### src/rtl/hazard_ctrl_pkg.sv
// Shared types and defaults for the five-stage core hazard controller.
// Controller states, control-word layout and the memory-wait counter load helper.
package hazard_ctrl_pkg;

    localparam int MEM_WAIT_DEFAULT = 2;
    localparam int IDX_W_DEFAULT    = 4;
    localparam int WCNT_W           = 4;

    typedef enum logic [1:0] {
        ST_RUN      = 2'd0,
        ST_REPLAY   = 2'd1,
        ST_MEM_WAIT = 2'd2
    } state_t;

    typedef struct packed {
        logic pause;
        logic pc_stall;
        logic if_id_stall;
        logic if_id_flush;
        logic id_ex_flush;
        logic pipe_hold;
        logic mem_sel_data;
    } hz_ctl_t;

    localparam hz_ctl_t HZ_CTL_IDLE = '0;

    // The entry cycle counts as the first cycle of port occupancy.
    function automatic logic [WCNT_W-1:0] wait_load(input int mem_wait);
        return WCNT_W'(mem_wait - 1);
    endfunction

endpackage

### src/rtl/hazard_ctrl_if.sv
// Pipeline-side signal bundle for the hazard controller.
// MemReq is a level request held by the MEM stage; MemSelData is the grant and PipeHold keeps MEM/WB frozen until the grant drops.
interface hazard_ctrl_if #(
    parameter int IDX_W = 4
);

    logic             IdRead1Use;
    logic             IdRead2Use;
    logic [IDX_W-1:0] IdReadIdx1;
    logic [IDX_W-1:0] IdReadIdx2;
    logic             ExMemRead;
    logic             ExRegWrite;
    logic [IDX_W-1:0] ExWriteIdx;
    logic             BranchTaken;
    logic             MemReq;

    logic             Pause;
    logic             PcStall;
    logic             IfIdStall;
    logic             IfIdFlush;
    logic             IdExFlush;
    logic             PipeHold;
    logic             MemSelData;

    modport master (
        output IdRead1Use, IdRead2Use, IdReadIdx1, IdReadIdx2,
        output ExMemRead, ExRegWrite, ExWriteIdx, BranchTaken, MemReq,
        input  Pause, PcStall, IfIdStall, IfIdFlush, IdExFlush, PipeHold, MemSelData
    );

    modport slave (
        input  IdRead1Use, IdRead2Use, IdReadIdx1, IdReadIdx2,
        input  ExMemRead, ExRegWrite, ExWriteIdx, BranchTaken, MemReq,
        output Pause, PcStall, IfIdStall, IfIdFlush, IdExFlush, PipeHold, MemSelData
    );

endinterface

### src/rtl/hazard_detect.sv
// Combinational load-use comparator: flags an ID source that a load in EX is about to write.
// Register 0 is compared like any other index.
module hazard_detect #(
    parameter int IDX_W = 4
) (
    input  logic             read1_use,
    input  logic             read2_use,
    input  logic [IDX_W-1:0] read_idx1,
    input  logic [IDX_W-1:0] read_idx2,
    input  logic             ex_mem_read,
    input  logic             ex_reg_write,
    input  logic [IDX_W-1:0] ex_write_idx,
    output logic             lu
);

    logic hit1;
    logic hit2;

    assign hit1 = read1_use && (read_idx1 == ex_write_idx);
    assign hit2 = read2_use && (read_idx2 == ex_write_idx);
    assign lu   = ex_mem_read && ex_reg_write && (hit1 || hit2);

endmodule

### src/rtl/hazard_ctrl.sv
// Hazard controller: load-use replay, taken-branch flush and shared memory port arbitration.
// Outputs are Mealy from state plus inputs and are forced low while Rst is asserted.
module hazard_ctrl
    import hazard_ctrl_pkg::*;
#(
    parameter int MEM_WAIT = MEM_WAIT_DEFAULT,
    parameter int IDX_W    = IDX_W_DEFAULT
) (
    input  logic              Clk,
    input  logic              Rst,
    hazard_ctrl_if.slave      hz,
    output state_t            DbgState,
    output logic [WCNT_W-1:0] DbgWcnt
);

    localparam bit                MW_MULTI  = (MEM_WAIT > 1);
    localparam logic [WCNT_W-1:0] WAIT_INIT = wait_load(MEM_WAIT);

    state_t            state;
    state_t            state_n;
    logic [WCNT_W-1:0] wcnt;
    logic [WCNT_W-1:0] wcnt_n;
    hz_ctl_t           ctl;
    logic              lu;

    hazard_detect #(
        .IDX_W(IDX_W)
    ) u_detect (
        .read1_use    (hz.IdRead1Use),
        .read2_use    (hz.IdRead2Use),
        .read_idx1    (hz.IdReadIdx1),
        .read_idx2    (hz.IdReadIdx2),
        .ex_mem_read  (hz.ExMemRead),
        .ex_reg_write (hz.ExRegWrite),
        .ex_write_idx (hz.ExWriteIdx),
        .lu           (lu)
    );

    always_ff @(posedge Clk or negedge Rst) begin
        if (!Rst) begin
            state <= ST_RUN;
            wcnt  <= '0;
        end else begin
            state <= state_n;
            wcnt  <= wcnt_n;
        end
    end

    always_comb begin
        ctl     = HZ_CTL_IDLE;
        state_n = state;
        wcnt_n  = wcnt;
        unique case (state)
            ST_RUN: begin
                if (hz.MemReq) begin
                    ctl.mem_sel_data = 1'b1;
                    ctl.pc_stall     = 1'b1;
                    ctl.if_id_stall  = 1'b1;
                    ctl.pipe_hold    = 1'b1;
                    if (MW_MULTI) begin
                        state_n = ST_MEM_WAIT;
                        wcnt_n  = WAIT_INIT;
                    end
                end else if (hz.BranchTaken) begin
                    // A coincident load-use hit belongs to an instruction being flushed.
                    ctl.if_id_flush = 1'b1;
                    ctl.id_ex_flush = 1'b1;
                end else if (lu) begin
                    ctl.pause = 1'b1;
                    state_n   = ST_REPLAY;
                end
            end
            ST_REPLAY: begin
                // ID/EX replays its captured instruction; hold fetch so the next one survives.
                ctl.pc_stall    = 1'b1;
                ctl.if_id_stall = 1'b1;
                state_n         = ST_RUN;
                if (hz.BranchTaken) begin
                    ctl.if_id_flush = 1'b1;
                    ctl.id_ex_flush = 1'b1;
                end
                if (hz.MemReq) begin
                    ctl.mem_sel_data = 1'b1;
                    ctl.pipe_hold    = 1'b1;
                    if (MW_MULTI) begin
                        state_n = ST_MEM_WAIT;
                        wcnt_n  = WAIT_INIT;
                    end
                end
            end
            ST_MEM_WAIT: begin
                ctl.mem_sel_data = 1'b1;
                ctl.pc_stall     = 1'b1;
                ctl.if_id_stall  = 1'b1;
                ctl.pipe_hold    = 1'b1;
                wcnt_n           = wcnt - WCNT_W'(1);
                if (wcnt <= WCNT_W'(1)) begin
                    state_n = ST_RUN;
                    wcnt_n  = '0;
                end
            end
            default: begin
                state_n = ST_RUN;
                wcnt_n  = '0;
            end
        endcase
    end

    assign hz.Pause      = Rst && ctl.pause;
    assign hz.PcStall    = Rst && ctl.pc_stall;
    assign hz.IfIdStall  = Rst && ctl.if_id_stall;
    assign hz.IfIdFlush  = Rst && ctl.if_id_flush;
    assign hz.IdExFlush  = Rst && ctl.id_ex_flush;
    assign hz.PipeHold   = Rst && ctl.pipe_hold;
    assign hz.MemSelData = Rst && ctl.mem_sel_data;

    assign DbgState = state;
    assign DbgWcnt  = wcnt;

    // A bubble never follows a bubble, and a bubble is never also a flush.
    assert property (@(posedge Clk) disable iff (!Rst) hz.Pause |=> !hz.Pause);
    assert property (@(posedge Clk) disable iff (!Rst) !(hz.Pause && hz.IdExFlush));

endmodule

### src/flat_wrapper.sv
// flat-port wrapper written by rule: the top's interface ports become plain ports
module hazard_ctrl_flat import hazard_ctrl_pkg::*;
#(
    parameter int MEM_WAIT = MEM_WAIT_DEFAULT,
    parameter int IDX_W    = IDX_W_DEFAULT
)
  (Clk, Rst, DbgState, DbgWcnt, hz_IdRead1Use, hz_IdRead2Use, hz_IdReadIdx1, hz_IdReadIdx2, hz_ExMemRead, hz_ExRegWrite, hz_ExWriteIdx, hz_BranchTaken, hz_MemReq, hz_Pause, hz_PcStall, hz_IfIdStall, hz_IfIdFlush, hz_IdExFlush, hz_PipeHold, hz_MemSelData);
  hazard_ctrl_if #(.IDX_W(IDX_W)) hz_i ();
  input  logic Clk;
  input  logic Rst;
  output state_t DbgState;
  output logic [WCNT_W-1:0] DbgWcnt;
  input wire logic [$bits(hz_i.IdRead1Use)-1:0] hz_IdRead1Use;
  input wire logic [$bits(hz_i.IdRead2Use)-1:0] hz_IdRead2Use;
  input wire logic [$bits(hz_i.IdReadIdx1)-1:0] hz_IdReadIdx1;
  input wire logic [$bits(hz_i.IdReadIdx2)-1:0] hz_IdReadIdx2;
  input wire logic [$bits(hz_i.ExMemRead)-1:0] hz_ExMemRead;
  input wire logic [$bits(hz_i.ExRegWrite)-1:0] hz_ExRegWrite;
  input wire logic [$bits(hz_i.ExWriteIdx)-1:0] hz_ExWriteIdx;
  input wire logic [$bits(hz_i.BranchTaken)-1:0] hz_BranchTaken;
  input wire logic [$bits(hz_i.MemReq)-1:0] hz_MemReq;
  output wire logic [$bits(hz_i.Pause)-1:0] hz_Pause;
  output wire logic [$bits(hz_i.PcStall)-1:0] hz_PcStall;
  output wire logic [$bits(hz_i.IfIdStall)-1:0] hz_IfIdStall;
  output wire logic [$bits(hz_i.IfIdFlush)-1:0] hz_IfIdFlush;
  output wire logic [$bits(hz_i.IdExFlush)-1:0] hz_IdExFlush;
  output wire logic [$bits(hz_i.PipeHold)-1:0] hz_PipeHold;
  output wire logic [$bits(hz_i.MemSelData)-1:0] hz_MemSelData;
  assign hz_i.IdRead1Use = hz_IdRead1Use;
  assign hz_i.IdRead2Use = hz_IdRead2Use;
  assign hz_i.IdReadIdx1 = hz_IdReadIdx1;
  assign hz_i.IdReadIdx2 = hz_IdReadIdx2;
  assign hz_i.ExMemRead = hz_ExMemRead;
  assign hz_i.ExRegWrite = hz_ExRegWrite;
  assign hz_i.ExWriteIdx = hz_ExWriteIdx;
  assign hz_i.BranchTaken = hz_BranchTaken;
  assign hz_i.MemReq = hz_MemReq;
  assign hz_Pause = hz_i.Pause;
  assign hz_PcStall = hz_i.PcStall;
  assign hz_IfIdStall = hz_i.IfIdStall;
  assign hz_IfIdFlush = hz_i.IfIdFlush;
  assign hz_IdExFlush = hz_i.IdExFlush;
  assign hz_PipeHold = hz_i.PipeHold;
  assign hz_MemSelData = hz_i.MemSelData;
  hazard_ctrl #(.MEM_WAIT(MEM_WAIT), .IDX_W(IDX_W)) u_core (.Clk(Clk), .Rst(Rst), .hz(hz_i), .DbgState(DbgState), .DbgWcnt(DbgWcnt));
endmodule
### config.mk
export PLATFORM = sky130hd
export DESIGN_NAME = hazard_ctrl_flat
export DESIGN_NICKNAME = d
export VERILOG_FILES = /design/src/rtl/hazard_ctrl_pkg.sv /design/src/rtl/hazard_ctrl_if.sv /design/src/rtl/hazard_detect.sv /design/src/rtl/hazard_ctrl.sv /design/src/flat_wrapper.sv
export SDC_FILE = /design/constraint.sdc
export NUM_CORES = 1
export LEC_CHECK = 0
export CORE_MARGIN = 5
export CORE_UTILIZATION = 25
export DETAILED_ROUTE_END_ITERATION = 7
export HOLD_SLACK_MARGIN = 0.05
export PLACE_DENSITY_LB_ADDON = 0.15
export SLEW_MARGIN = 40
export SYNTH_ARGS = -nofsm -noshare
export SYNTH_HDL_FRONTEND = slang
export SYNTH_SLANG_ARGS = --single-unit
### constraint.sdc
create_clock -name Clk -period 2.3 [get_ports Clk]
set_input_delay 0.345 -clock Clk [delete_from_list [all_inputs] [get_ports Clk]]
set_output_delay 0.345 -clock Clk [all_outputs]
set_load 0.01 [all_outputs]
# [After elaboration in Yosys (flattened, before gate mapping)]
# Index checks and enable logic that the tools add are counted.
# W data, S select, Z words.
[op_classes] addsub=1 n_lt_le_gt_ge=1 eq_ne=8 muxes=19 n_reduce_logical=16
[ops] op="$mux W2" n=8
[ops] op="$pmux W2 S2" n=3
[ops] op="$logic_and A1 B1 Y1" n=11
[ops] op="$eq A4 B4 Y1" n=2
[ops] op="$mux W4" n=2
[ops] op="$pmux W4 S2" n=1
[ops] op="$pmux W2 S3" n=1
[ops] op="$le A4 B1 Y1 const B" n=1
[ops] op="$mux W1" n=4
[ops] op="$ne A2 B1 Y1 const B" n=2
[ops] op="$reduce_or A2 Y1" n=2
[ops] op="$sub A4 B1 Y4 const B" n=1
[ops] op="$ne A3 B2 Y1 const B" n=1
[ops] op="$ne A3 B3 Y1 const B" n=1
[ops] op="$reduce_and A3 Y1" n=1
[ops] op="$eq A2 B1 Y1 const B" n=1
[ops] op="$eq A2 B2 Y1 const B" n=1
[ops] op="$logic_not A2 Y1" n=1
[ops] op="$logic_or A1 B1 Y1" n=1
[totals] regBits=6 in_bits=20

# [Logic depth before layout (Yosys ltp)]
# Gate-level depths: netlist of run 1.
[logic_depth] depth_word=9 ltp_mapped=6

# [Hierarchy]
# A second synthesis of run 1 with hierarchy kept.
[hier_totals] cells_unflattened=65 hier_area_um2=581.8
[by_module_without_submodules] mod="hazard_ctrl" instances=1 cells_per_inst=53 area_per_inst_um2=483.0 seq_area_each_um2=150.1
[by_module_without_submodules] mod="hazard_detect" instances=1 cells_per_inst=12 area_per_inst_um2=98.8 seq_area_each_um2=0.0

# [Least setup slack after synthesis of run 1]
# Ideal clock, no wire load.
[synth_timing] path_kind="reg2out" startpoint="register u_core.state[1], in the netlist u_core.DbgState[1]" endpoint="output hz_PcStall" arrival_time_ns=1.463 slack_ns=0.492 path_stages_with_launch=6 cell_sequence="dfrtp_1 inv_1 ha_1 a21oi_1 nor3b_1 buf_4"
[synth_between] elab_chain_cells=4 elab_cells_between_ends=6 cone_classes="eq/ne: 2; mux: 1; reduce/logical: 3"
[synth_rtl] element="from (decl)" line="hazard_ctrl.sv:19" rtl="state_t state;"
[synth_rtl] element="from (signal assigned)" line="hazard_ctrl.sv:44" rtl="state <= state_n;"
[synth_rtl] element="$eq A2 B1 Y1 or $eq A2 B2 Y1 (tied branches)" line="hazard_ctrl.sv:53" rtl="unique case (state)"
[synth_rtl] element="$reduce_or A2 Y1 (no source line)"
[synth_rtl] element="$pmux W2 S2 *" line="hazard_ctrl.sv:53"
[synth_rtl] element="$logic_and A1 B1 Y1 *" line="hazard_ctrl.sv:110" rtl="assign hz.PcStall = Rst && ctl.pc_stall;"
[synth_rtl] element="to (decl)" line="flat_wrapper.sv:23" rtl="output wire logic [$bits(hz_i.PcStall)-1:0] hz_PcStall;"
# Mark *: on every way between the ends. The rest lies on a longest branch, timed or not.

# [Final worst setup path of run 1]
[layout_timing] startpoint="register u_core.state[1], in the netlist u_core.DbgState[1]" endpoint="output hz_IdExFlush"
[layout_between] elab_chain_cells=3 elab_cells_between_ends=4 cone_classes="eq/ne: 1; mux: 1; reduce/logical: 2"
[layout_rtl] element="$eq A2 B1 Y1 or $logic_not A2 Y1 (tied branches)" line="hazard_ctrl.sv:53"
[layout_rtl] element="$pmux W2 S2 *" line="hazard_ctrl.sv:53"
[layout_rtl] element="$logic_and A1 B1 Y1 *" line="hazard_ctrl.sv:113" rtl="assign hz.IdExFlush = Rst && ctl.id_ex_flush;"
[layout_rtl] element="to (decl)" line="flat_wrapper.sv:26" rtl="output wire logic [$bits(hz_i.IdExFlush)-1:0] hz_IdExFlush;"
# Marked as above.

==> summary.txt, run 1 <==
Status
  – Status: completed

Final layout
  – Post-layout net count: 132
  – Area occupied by multi-input gates: 427.9 um2
  – Final instance area: 1023 um2
  – Non-Filler Instances: 131
  – Fraction of layout cells with a size suffix above 1: 0.1456
  – ANT cells: 0
  – FF+latch area: 150.1 um2
  – Fillers: 245
  – Syn-to-layout area delta: 70.42%
  – Final core utilization: 0.4539

Timing
  – Slew HR: 0.7369
  – Min Tclk post-route: 2169 ps
  – Setup ws final: 131.0 ps
  – Skew final: 2.876 ps
  – Number of hold violations in the final report: 0
  – Peak Freq: 461.0 MHz
  – Fraction of the cycle the final worst path needs: 0.9430
  – Worst Tran Pin Value: 394.7 ps
  – Setup violations, final: 0
  – Pins Over Slew Limit: 0
  – RSZ-0062 raised after global routing: false

Placed design
  – Hpwl dp: 1.393 mm
  – I/O Buffers: 32
  – Routability congestion estimate: 0.7647
  – Cell area after placement: 978.4 um2
  – DP Worst Slack: -88.52 ps
  – Placed cell count: 128

Routing
  – Vias: 602
  – ANT nets after route: 0
  – Final Routed Wirelength: 1.622 mm
  – Initial drt markers: 5
  – Routed WL per cell: 12.38 um
  – Drt via density: 4.595
  – Drt first pass iters: 2
  – DRC errors left: 0

Clocking
  – CTS Buf Count: 3
  – CTS tree: yes
  – Skew-Pair Late Insertion Delay: 240 ps
  – Post-CTS setup buffer count: 0
  – H-Tree Depth: 1
  – Clock-pin slew on the worst setup and hold paths: 40 ps
  – Max clock buf depth: 2
  – Root Driver: clkbuf_4
  – Clock Sink Count: 6

Power
  – Design Power: 0.8739 mW
  – Leakage: 0.4655 nW
  – Worst IR Drop VDD: 0.5234 mV
  – Cell Pwr Density: 853.9 nW/um2

Floorplanning
  – Initial Util: 0.2664
  – Core Rows: 17
  – Die Span Y: 59.02 um
  – Die area: 3483 um2
  – Io pins: 33
  – Core footprint: 2255 um2
  – Die W: 59.02 um

Yosys
  – Part of the Yosys area used for sequential elements: 0.2500
  – Mapped Cells: 65
  – Syn Std Cell Area: 600.6 um2
  – Yosys warns: 0
  – Post-synthesis average cell area: 9.240 um2
  – Synth Register Bits: 6
  – Net Count, Synth: 92
  – Count of different cell masters after synthesis: 29

Critical path
  – Largest stage delay on the critical path: 530 ps
  – Startpoint Class: flip-flop
  – Worst endpoint required time: 1960 ps
  – Slowest cell on the critical path: clkdlybuf4s50_1
  – Setup CP Type: reg -> out
  – Critical Path, Cell by Cell: inv_1, ha_4, and2b_1, o211a_1, clkdlybuf4s50_1
  – WP data arrival: 1820 ps
  – Crit-path max FO: 6
  – Critical Path End Type: output port

Global routing
  – Vias in the first global route: 601
  – Antenna violations before repair: 0
  – First-pass GRT wire length: 2.760 mm
  – GR Overflow Total: 0
  – Tot GR Track Use: 0.1019
  – Largest net degree at the start of global routing: 8

Flow run
  – Max_cap viols: 0

Min path
  – Worst Hold Class: in -> async
[synth_stat cells]
master / n / share of area
xnor2_1: 8 / 0.12
ha_1: 7 / 0.15
nand2_1: 7 / 0.044
dfrtp_1: 6 / 0.25
inv_1: 5 / 0.031
a21oi_1: 3 / 0.025
buf_4: 3 / 0.037
mux2i_1: 2 / 0.033
nand4_1: 2 / 0.021
nor3_1: 2 / 0.017
o21ai_0: 2 / 0.017
and2b_1: 1 / 0.013
and3_1: 1 / 0.010
and3b_1: 1 / 0.015
mux2_4: 1 / 0.025
nor2_1: 1 / 0.0062
nor2b_1: 1 / 0.010
nor3b_1: 1 / 0.013
o211a_1: 1 / 0.017
o21a_1: 1 / 0.013
o21ai_1: 1 / 0.0083
o21ba_2: 1 / 0.017
o21bai_1: 1 / 0.013
o22ai_1: 1 / 0.010
o31ai_1: 1 / 0.013
o31ai_4: 1 / 0.035
o41a_2: 1 / 0.021
o41ai_1: 1 / 0.015
or3_1: 1 / 0.010
[power breakdown]
part	switching (mW)	leakage [nW]	total [mW]	internal [mW]
clock	0.0348	0.0138	0.0936	0.0588
combinational	0.263	0.373	0.580	0.317
sequential	0.0515	0.0786	0.200	0.149
total	0.350	0.465	0.874	0.524
[registers in the layout (all words and copies together) (netlist names)]
signal and flops:
u_core.DbgState 2, u_core.DbgWcnt 4
[routing by layer]
metal  up-vias  global-route usage  wire, um
met5         -                   0         0
met2        25              0.1640       725
li1        308                   -         -
met3         0             0.04357       140
met4         0             0.01942         0
met1       269              0.1273       757
[path summary, 6_finish.rpt]
| kind | from | to | slack (ps) | cells past startpoint |
|---|---|---|---|---|
| worst min-delay path | Rst | u_core.DbgState[1]$_DFFE_PN0P_ | 520 | 2 |
| worst max register to register | u_core.DbgWcnt[0]$_DFFE_PN0P_ | u_core.DbgState[0]$_DFFE_PN0P_ | 670 | 6 |
| max in group asynchronous | Rst | u_core.DbgWcnt[0]$_DFFE_PN0P_ | 1670 | 2 |
| min in group Clk | u_core.DbgWcnt[1]$_DFFE_PN0P_ | u_core.DbgWcnt[1]$_DFFE_PN0P_ | 530 | 2 |
| worst min register to register | u_core.DbgWcnt[1]$_DFFE_PN0P_ | u_core.DbgWcnt[1]$_DFFE_PN0P_ | 530 | 2 |
| worst max-delay path | u_core.DbgState[1]$_DFFE_PN0P_ | hz_IdExFlush | 130 | 5 |
[through the flow]
step,setup TNS (ps),hold slack [ps]
floorplan,0,49.41
global route,0,541.2
finish,0,521.3
global placement,-23.44,519.7
detailed placement,-88.52,529.4
CTS,0,528.6
[cell families (layout without fill, tap and decap cells)]
kind of cell    count (synthesis)  after routing  share of synthesized area
compound gates                 15             15                     0.2021
xor+xnor                        8              8                     0.1167
mux                             3              3                    0.05833
simple gates                   18             18                     0.1584
fa+ha+maj                       7              7                     0.1458
flops                           6              6                     0.2500
buf+inv                         8             46                    0.06875
[area by class of cell]
| cell class | count | area share |
|---|---|---|
| flip-flops and latches | 6 | 0.1467 |
| well taps | 28 | 0.03423 |
| inverters | 5 | 0.01834 |
| repair buffers | 38 | 0.3606 |
| multi-input cells | 51 | 0.4181 |
| clock buffers | 3 | 0.02200 |
[worst max-delay path: cells and delay by family, from the launching register on]
family / cells / cell delay [ps]
buffers and inverters: 2 / 700
DFF: 1 / 370
adders and majority gates: 1 / 190
and+or+nand+nor: 1 / 160
AOI/OAI and AO/OA: 1 / 160
[timing repair]
action                     4_1_cts  5_1_grt
resized for setup                3        3
hold buffers                     0        0
setup endpoints to repair        3        4
pin swaps                        1        0
[placed cells by master (no fill, tap or decap), types with 2 or more instances in the layout]
cell | synthesis | final
clkdlybuf4s50_1 | 0 | 29
xnor2_1 | 8 | 8
nand2_1 | 7 | 7
ha_1 | 7 | 6
buf_4 | 3 | 6
dfrtp_1 | 6 | 6
inv_1 | 5 | 5
a21oi_1 | 3 | 3
clkbuf_4 | 0 | 3
nand4_1 | 2 | 2
mux2i_1 | 2 | 2
nor3_1 | 2 | 2
o21ai_0 | 2 | 2
dlymetal6s2s_1 | 0 | 2
Power figures use the tool's default switching activity.
==> run 2: changes to the inputs <==
- GPL_TIMING_DRIVEN: unset -> 0
==> run 2 against run 1 <==
- first-iteration DRC count grew to 3.0 times the previous value
- cell area down 1.1%
- register-to-register slack hardly changed
- clock skew grew 1.2 ps
- utilization shrank 0.50 points
- setup slack improved by 11 ps
- combinational power down 3%
- clock-buffer cell count is the same
- worst hold slack got worse by 400 ps
==> summary.txt, run 2 (synthesized netlist as in run 1, its figures left out) <==
Status
  – Status: completed

Routing
  – Initial drt markers: 15
  – M1 wire length: 760 um
  – Final Routed Wirelength: 1.652 mm
  – Routed wl met2: 732 um
  – ANT nets after route: 0
  – Vias: 607
  – Metal3 WL: 153 um
  – Routed WL per cell: 12.81 um
  – Drt via density: 4.705
  – Drt first pass iters: 3
  – DRC errors left: 0
  – DR top layer: met4

Final layout
  – Final instance area: 1012 um2
  – Most frequent cells in the layout: clkdlybuf4s50_1, xnor2_1, nand2_1, ha_1, buf_4
  – Most common cell after layout, fill and taps aside: clkdlybuf4s50_1
  – Largest register FFs: 4
  – ANT cells: 0
  – Syn-to-layout area delta: 68.54%
  – Fraction of layout cells with a size suffix above 1: 0.1881
  – Post-layout net count: 130

Clocking
  – H-Tree Depth: 1
  – Clock-pin slew on the worst setup and hold paths: 40 ps
  – CTS Buf Count: 3
  – Root Driver: clkbuf_4
  – Skew-Pair Late Insertion Delay: 250 ps
  – CTS tree: yes
  – Clock Sink Count: 6
  – Max clock buf depth: 2

Min path
  – Worst Hold Class: in -> async

Timing
  – WHS: 120.2 ps
  – Pins Over Slew Limit: 0
  – Fraction of the cycle the final worst path needs: 0.9381
  – Number of hold violations in the final report: 0
  – Peak Freq: 463.5 MHz
  – RSZ-0062 raised after global routing: false
  – Min Tclk post-route: 2158 ps
  – Setup violations, final: 0
  – Worst Tran Pin Value: 382.4 ps
  – Skew final: 4.103 ps
  – Slew HR: 0.7451

Placed design
  – Routability congestion estimate: 0.7460
  – Cell area after placement: 955.9 um2
  – I/O Buffers: 32
  – Hpwl dp: 1.341 mm

Critical path
  – Setup CP Type: reg -> out
  – WP data arrival: 1810 ps
  – R2R setup slack: 660 ps
  – Crit-path max FO: 6
  – R2R depth: 6
  – Critical Path End Type: output port
  – Worst endpoint required time: 1960 ps
  – RR Endpoint: u_core.DbgState[0]$_DFFE_PN0P_
  – Startpoint Class: flip-flop
  – Reg2reg start: u_core.DbgWcnt[0]$_DFFE_PN0P_

Flow run
  – Max_cap viols: 0

Power
  – Worst IR Drop VDD: 0.5985 mV
  – Cell Pwr Density: 866.9 nW/um2
  – Leakage: 0.4635 nW
  – Switching share of power: 0.4045
  – Clock power share: 0.109
  – Sequential share of power: 0.252
  – NetSw: 0.3549 mW
  – Internal power: 0.5225 mW
  – Comb pwr share: 0.639

Global routing
  – GR Overflow Total: 0
  – First-pass GRT wire length: 2.746 mm
  – Vias in the first global route: 611
  – Antenna violations before repair: 0
  – Tot GR Track Use: 0.1023
  – Largest net degree at the start of global routing: 11

Floorplanning
  – Die area: 3483 um2
  – Die W: 59.02 um
  – Die Span Y: 59.02 um
  – Core Rows: 17
  – Initial Util: 0.2664
  – Core footprint: 2255 um2
  – Io pins: 33
-- run 2: power by group through the flow --
stage	logic (mW)	clock network [mW]	registers, mW
6_report	0.561	0.0957	0.221
5_1_grt	0.627	0.108	0.235
4_1_cts	0.570	0.0985	0.221
3_5_place_dp	0.548	0	0.218
3_3_place_gp	0.544	0	0.215
2_1_floorplan	0.321	0	0.223
-- run 2: worst max-delay path by stage --
stage / start / end / slack [ps]
floorplan: u_core.DbgState[1]$_DFFE_PN0P_ / hz_PcStall / 490
global placement: hz_ExWriteIdx[2] / hz_Pause / -150
detailed placement: hz_ExWriteIdx[2] / hz_Pause / -160
CTS: u_core.DbgState[0]$_DFFE_PN0P_ / hz_PcStall / 30
global route: u_core.DbgState[0]$_DFFE_PN0P_ / hz_IfIdStall / 50
finish: u_core.DbgState[1]$_DFFE_PN0P_ / hz_IfIdStall / 140
-- run 2: cell type report --
class / count / area [um2]
Fill cell: 237 / 1242
Sequential cell: 6 / 152.6
Timing Repair Buffer: 33 / 327.8
Multi-Input combinational cell: 51 / 432.9
Inverter: 5 / 18.77
Buffer: 3 / 22.52
Tap cell: 28 / 35.03
Clock buffer: 3 / 22.52
-- run 2: critical path, stage by stage (launching register included) --
cell,delay [ps]
dfrtp_2,430
inv_2,90
ha_4,260
a21oi_1,40
nor3b_2,190
clkdlybuf4s50_1,560
-- run 2: stage by stage --
stage	utilization	cells	worst slack (ps)	TNS [ps]	power, mW
detailed placement	0.4240	125	-163.5	-315.7	0.7667
floorplan	-	65	492.4	0	0.5434
CTS	0.4467	129	29.27	0	0.8895
global route	0.4489	129	50.27	0	0.9702
global placement	0.4240	125	-154.1	-275.5	0.7587
finish	0.4489	129	142.5	0	0.8775
-- run 2: what timing repair did --
| item | CTS | global route |
|---|---|---|
| pin swaps | 1 | 0 |
| buffers inserted | 1 | 0 |
| setup endpoints to repair | 6 | 2 |
| hold endpoints to repair | 0 | 0 |
| hold buffers | 0 | 0 |
| gates resized for setup | 11 | 2 |
| cloned | 0 | 0 |
-- run 2: layer usage --
| metal | vias up | GRT usage |
|---|---|---|
| li1 | 302 | - |
| met1 | 276 | 0.1245 |
| met2 | 27 | 0.1593 |
| met3 | 2 | 0.05011 |
| met4 | 0 | 0.02913 |
| met5 | - | 0 |
==> run 3: changes to the inputs <==
- clock period: 2.3 -> 2.2 ns (I/O delays scaled with it)
==> run 3 against run 2 <==
- combinational power grew 12%
- routed wire length increased by 4.4%
- global-route usage is 0.40 points higher
- critical path depth fell by 1
- worst hold slack lost 9.2 ps
- register-to-register slack worse by 100 ps
- non-clock buffer count up 6
- clock power grew 3.0%
- sequential cell count is the same
- highest routed layer unchanged
- first-iteration DRC count increased by 27%
==> summary.txt, run 3 (synthesized netlist as in run 1, its figures left out) <==
Status
  – Status: completed

Final layout
  – Fraction of layout cells with a size suffix above 1: 0.2336
  – Syn-to-layout area delta: 75.42%
  – Most common cell after layout, fill and taps aside: clkdlybuf4s50_1
  – Final core utilization: 0.4673
  – Non-Filler Instances: 135
  – Post-layout net count: 136
  – Largest register FFs: 4
  – Most frequent cells in the layout: clkdlybuf4s50_1, buf_4, xnor2_1, nand2_1, ha_1
  – ANT cells: 0
  – Final instance area: 1054 um2

Placed design
  – I/O Buffers: 32
  – Placed cell count: 125
  – Cell area after placement: 955.9 um2
  – Hpwl dp: 1.341 mm
  – Routability congestion estimate: 0.7460

Floorplanning
  – Core Rows: 17
  – Initial Util: 0.2664
  – Die W: 59.02 um
  – Core footprint: 2255 um2
  – Die Span Y: 59.02 um
  – Die area: 3483 um2
  – Io pins: 33

Clocking
  – Clock Sink Count: 6
  – H-Tree Depth: 1
  – Root Driver: clkbuf_4
  – Skew-Pair Late Insertion Delay: 240 ps
  – CTS Buf Count: 3
  – Max clock buf depth: 2
  – CTS tree: yes
  – Clock-pin slew on the worst setup and hold paths: 40 ps
  – Hold buffer count at cts: 0

Critical path
  – WP data arrival: 1770 ps
  – Critical Path End Type: output port
  – Worst endpoint required time: 1870 ps
  – Startpoint Class: flip-flop
  – Critical Path, Cell by Cell: buf_4, ha_1, nor3b_2, clkdlybuf4s50_1
  – Crit-path max FO: 4
  – Slowest cell on the critical path: clkdlybuf4s50_1
  – Critical path launch point: u_core.DbgState[0]$_DFFE_PN0P_
  – R2R setup slack: 560 ps
  – Reg2reg start: u_core.DbgWcnt[0]$_DFFE_PN0P_
  – R2R depth: 6
  – Setup crit end: hz_IfIdStall
  – Largest stage delay on the critical path: 560 ps
  – Setup CP Type: reg -> out
  – RR Endpoint: u_core.DbgState[0]$_DFFE_PN0P_

Global routing
  – Met1 Use GR: 0.1324
  – First-pass GRT wire length: 2.849 mm
  – Vias in the first global route: 635
  – Most used routing layer: met2
  – GR met2 Demand/Resource: 0.1640
  – Tot GR Track Use: 0.1064
  – Antenna violations before repair: 0
  – Met3 layer usage reported by global route: 0.05011
  – Largest net degree at the start of global routing: 11
  – GR Overflow Total: 0

Routing
  – DRC errors left: 0
  – Routed WL per cell: 12.78 um
  – Drt via density: 4.704
  – Drt first pass iters: 4
  – ANT nets after route: 0
  – Final Routed Wirelength: 1.725 mm
  – Vias: 635
  – Initial drt markers: 19

Timing
  – Min Tclk post-route: 2099 ps
  – Setup violations, final: 0
  – Pins Over Slew Limit: 0
  – Fraction of the cycle the final worst path needs: 0.9539
  – Skew final: 4.023 ps
  – RSZ-0062 raised after global routing: false
  – WHS: 111.0 ps
  – Slew HR: 0.7421
  – Peak Freq: 476.5 MHz
  – Number of hold violations in the final report: 0
  – Worst Tran Pin Value: 386.8 ps

Power
  – Comb pwr share: 0.663
  – Switching share of power: 0.4005
  – Clock power share: 0.104
  – Sequential share of power: 0.233
  – Leakage: 0.4849 nW
  – Cell Pwr Density: 898.1 nW/um2
  – Worst IR Drop VDD: 0.6252 mV
  – NetSw: 0.3789 mW
  – Internal power: 0.5672 mW
  – Design Power: 0.9461 mW

Flow run
  – Max_cap viols: 0

Min path
  – Worst Hold Class: in -> async
==> run 3: changes by cell type in the layout (fill, tap and decap cells not counted) <==
| cell | delta |
|---|---|
| dlymetal6s2s_1 | -1 |
| dlygate4sd2_1 | +1 |
| buf_4 | +6 |
==> run 3: power groups by stage <==
stage,Combinational (mW),Clock (mW),Sequential (mW)
final,0.627,0.0986,0.220
after CTS,0.631,0.103,0.222
after global placement,0.569,0,0.224
after detailed placement,0.573,0,0.228
after floorplan,0.335,0,0.233
after global routing,0.697,0.113,0.235
==> run 3: timing repair <==
item	4_1_cts	5_1_grt
endpoints found under the setup margin	6	2
pin swaps	1	1
buffers inserted	7	0
gates resized for setup	12	1
==> run 3: routing by layer <==
metal	up-vias	share of wire
met5	-	0
met4	0	0.0035
met3	2	0.086
met2	27	0.45
met1	292	0.46
li1	314	-
==> run 3: metrics by stage <==
step,setup TNS [ps],setup slack [ps]
2_1_floorplan,0,407.4
5_1_grt,0,0.4536
4_1_cts,0,45.52
3_5_place_dp,-665.7,-233.5
3_3_place_gp,-603.8,-224.1
6_report,0,101.4
==> run 3: cell type report <==
class | instances | area, um2
timing repair buffer | 39 | 369.1
clock buffer | 3 | 22.52
fill | 236 | 1201
multi-input combinational | 51 | 432.9
sequential | 6 | 152.6
inverter | 5 | 18.77
tap | 28 | 35.03
buffer | 3 | 22.52
==> run 3: how the worst min path moves through the flow <==
stage | startpoint | to | slack, ps | cells after the start
after global routing | Rst | u_core.DbgWcnt[0]$_DFFE_PN0P_ | 140 | 1
after detailed placement | u_core.DbgWcnt[1]$_DFFE_PN0P_ | u_core.DbgWcnt[1]$_DFFE_PN0P_ | 530 | 2
after floorplan | Rst | u_core.DbgState[0]$_DFFE_PN0P_ | 30 | 0
final | Rst | u_core.DbgWcnt[0]$_DFFE_PN0P_ | 110 | 1
after global placement | u_core.DbgWcnt[1]$_DFFE_PN0P_ | u_core.DbgWcnt[1]$_DFFE_PN0P_ | 520 | 2
after CTS | Rst | u_core.DbgWcnt[0]$_DFFE_PN0P_ | 120 | 1
==> run 3: critical path: cells and delay by family (launching register included) <==
kind,cells,cell delay (ps)
buffers and inverters,2,700
DFF,1,420
adders and majority gates,1,200
and+or+nand+nor,1,200
==> edit: new RTL, config.mk and constraints of run 3 <==
Register the output `DbgState` once more, without a reset; this adds one clock of latency there. The other outputs are not delayed to match.
--- a/src/rtl/hazard_ctrl.sv
+++ b/src/rtl/hazard_ctrl.sv
@@ -114,7 +114,9 @@
     assign hz.PipeHold   = Rst && ctl.pipe_hold;
     assign hz.MemSelData = Rst && ctl.mem_sel_data;
 
-    assign DbgState = state;
+    always_ff @(posedge Clk) begin
+        DbgState <= state;
+    end
     assign DbgWcnt  = wcnt;
 
     // A bubble never follows a bubble, and a bubble is never also a flush.
Function: changed (Yosys sat finds a counterexample within 4 cycles, from zero or initial values and one cycle with Rst low).
==> edit against run 3 <==
  * Area after synthesis up 8.3%
  * Hold slack worse by 0.011 ns
  * Sequential cell count up 2
  * Power down 2.0%
  * Wire length down 9.1%
  * Final area up 1.9%
  * Clock skew up 0.0053 ns
  * Worst setup slack better by 0.025 ns
  * Clock power up 20%
  * Via count down 3.6%
  * Critical endpoint is now hz_PipeHold
  * Largest cell class unchanged
  * Largest power group unchanged
==> edit: results (changes against run 3) <==
Timing
  – Slew margin rel.: 0.737 (-0.00475)
  – Clock skew: 0.00928 ns (+0.00525 ns)

Cells and area
  – Comb_multi_in: 52 (+2.0%)
  – Fill cells: 260 (+10%)
  – Max FFs per register: 4 (unchanged)
  – Share of cells above drive strength 1: 0.178 (-0.0561)
  – Area of the multi-input gates: 432 sq um (-0.29%)
  – Clock buf count: 4 (+1)
  – Signal buffers share of area: 0.343 (-0.0291)
  – ClkCell Share: 0.0245 (+0.00310)
  – Non-Filler Instances: 137 (+1.5%)
  – Non-clock buffer count: 38 (-9.5%)
  – Seq area share: 0.178 (+0.0334)

Pwr
  – Worst VDD drop: 0.000513 V (-18%)
  – Power Internal: 0.000576 W (+1.5%)
  – Seq pwr share: 0.255 (+0.022)
  – Leakage power: 0.494 nW (+1.8%)
  – P_clk: 0.000118 W (+20%)

Drt
  – Iter 0 DRT Violations: 7 (-12)
  – Number of vias in the routed layout: 612 (-3.6%)
  – Wirelength per Cell: 11.4 um (-10%)
  – Router iterations before antenna repair: 2 (-2)

Worst setup path
  – CP max FO: 5 (+1)
  – CP max stage delay: 0.53 ns (-0.03 ns)
  – Arrival @ worst endpoint: 1.74 ns (-0.03 ns)

CTS
  – Num CTS Buffers: 3 (unchanged)
  – CTS clk-pin slew, worst paths: 0.06 ns (+0.02 ns)

Placed design
  – Routability cong.: 0.655 (-12%)
  – HPWL after detailed placement: 1.26 mm (-6.2%)
  – Area post-placement: 1010 sq um (+5.5%)
  – Dpl ws: -0.178 ns (+0.0560 ns)
  – Placed insts: 131 (+4.8%)

Logic synthesis
  – Post-Synth Adder-Cell Area: 0.135 (-0.0112)
  – Post-synthesis xor/xnor area fraction: 0.108 (-0.00897)
  – Post-synth cell types: 30 (+3.4%)
  – Top cells by count, synth: 8 x xnor2_1, 7 x ha_1, 6 x dfrtp_1, 6 x nand2_1, 5 x inv_1
  – Post-Syn Nets: 96 (+4.3%)
  – Avg Synthesized Cell Area: 9.43 sq um (+2.1%)
  – Synth async-reset ratio: 0.750 (-0.250)
  – Post-synthesis sequential area ratio: 0.292 (+0.0423)
  – Largest cells by area after synthesis: dfrtp_1 23%, ha_1 13%, xnor2_1 11%, dfxtp_1 6.2%, buf_4 3.5%
  – Compound-Gate Fraction of Synth Area: 0.177 (-0.0252)
  – Mux contribution to synthesized area: 0.0558 (-0.00256)
  – Post-synthesis register bit count: 8 (+2)

Outcome
  – Status: finished clean

GRT
  – First-pass GRT wire length: 2.66 mm (-6.8%)
  – Vias in the first global route: 652 (+2.7%)
  – GRT Total Usage: 0.0945 (-0.0119)

Floorplanning
  – Row count: 18 (+1)
edit: cell count changes after synthesis, sizes merged:
cell / before / now
buf: 3 / 4
mux2: 1 / 2
o41a: 1 / 0
nand2: 7 / 6
a22o: 0 / 1
dfxtp: 0 / 2
nor2: 1 / 3
o21ai: 3 / 4
o21bai: 1 / 0
mux2i: 2 / 1
edit: path summary, 6_finish.rpt:
check                      slack [ns]  cells after the start           endpoint               from
min in group Clk                 0.54                      2  u_core.DbgWcnt[1]  u_core.DbgWcnt[1]
setup reg to reg                 0.58                      6    u_core.state[0]  u_core.DbgWcnt[0]
hold / removal                   0.10                      1  u_core.DbgWcnt[3]                Rst
setup / recovery                 0.13                      5        hz_PipeHold          hz_MemReq
hold reg to reg                  0.54                      2  u_core.DbgWcnt[1]  u_core.DbgWcnt[1]
max in group asynchronous        1.79                      1    u_core.state[0]                Rst
edit: critical path: cells and delay by family:
| family | cells | cell delay (ns) |
|---|---|---|
| buffers and inverters | 3 | 1.17 |
| muxes | 1 | 0.09 |
| and+or+nand+nor | 1 | 0.15 |
edit: metal layers:
metal | track usage | vias to the layer above | share of wire
met4 | 0.0650 | 0 | 0.018
met3 | 0.0210 | 4 | 0.052
met5 | 0 | - | 0
li1 | - | 316 | -
met1 | 0.114 | 270 | 0.45
met2 | 0.150 | 22 | 0.48
edit: through the flow:
stage	util	setup TNS, ns	total power [W]
global placement	0.407	-0.574	0.000772
global route	0.433	0	0.00101
finish	0.433	0	0.000927
floorplan	-	0	0.000570
detailed placement	0.407	-0.562	0.000781
CTS	0.431	0	0.000947
edit: repair_timing:
item	CTS	global route
hold buffers	0	0
resized for setup	11	2
endpoints found under the setup margin	6	2
buffers inserted	2	0
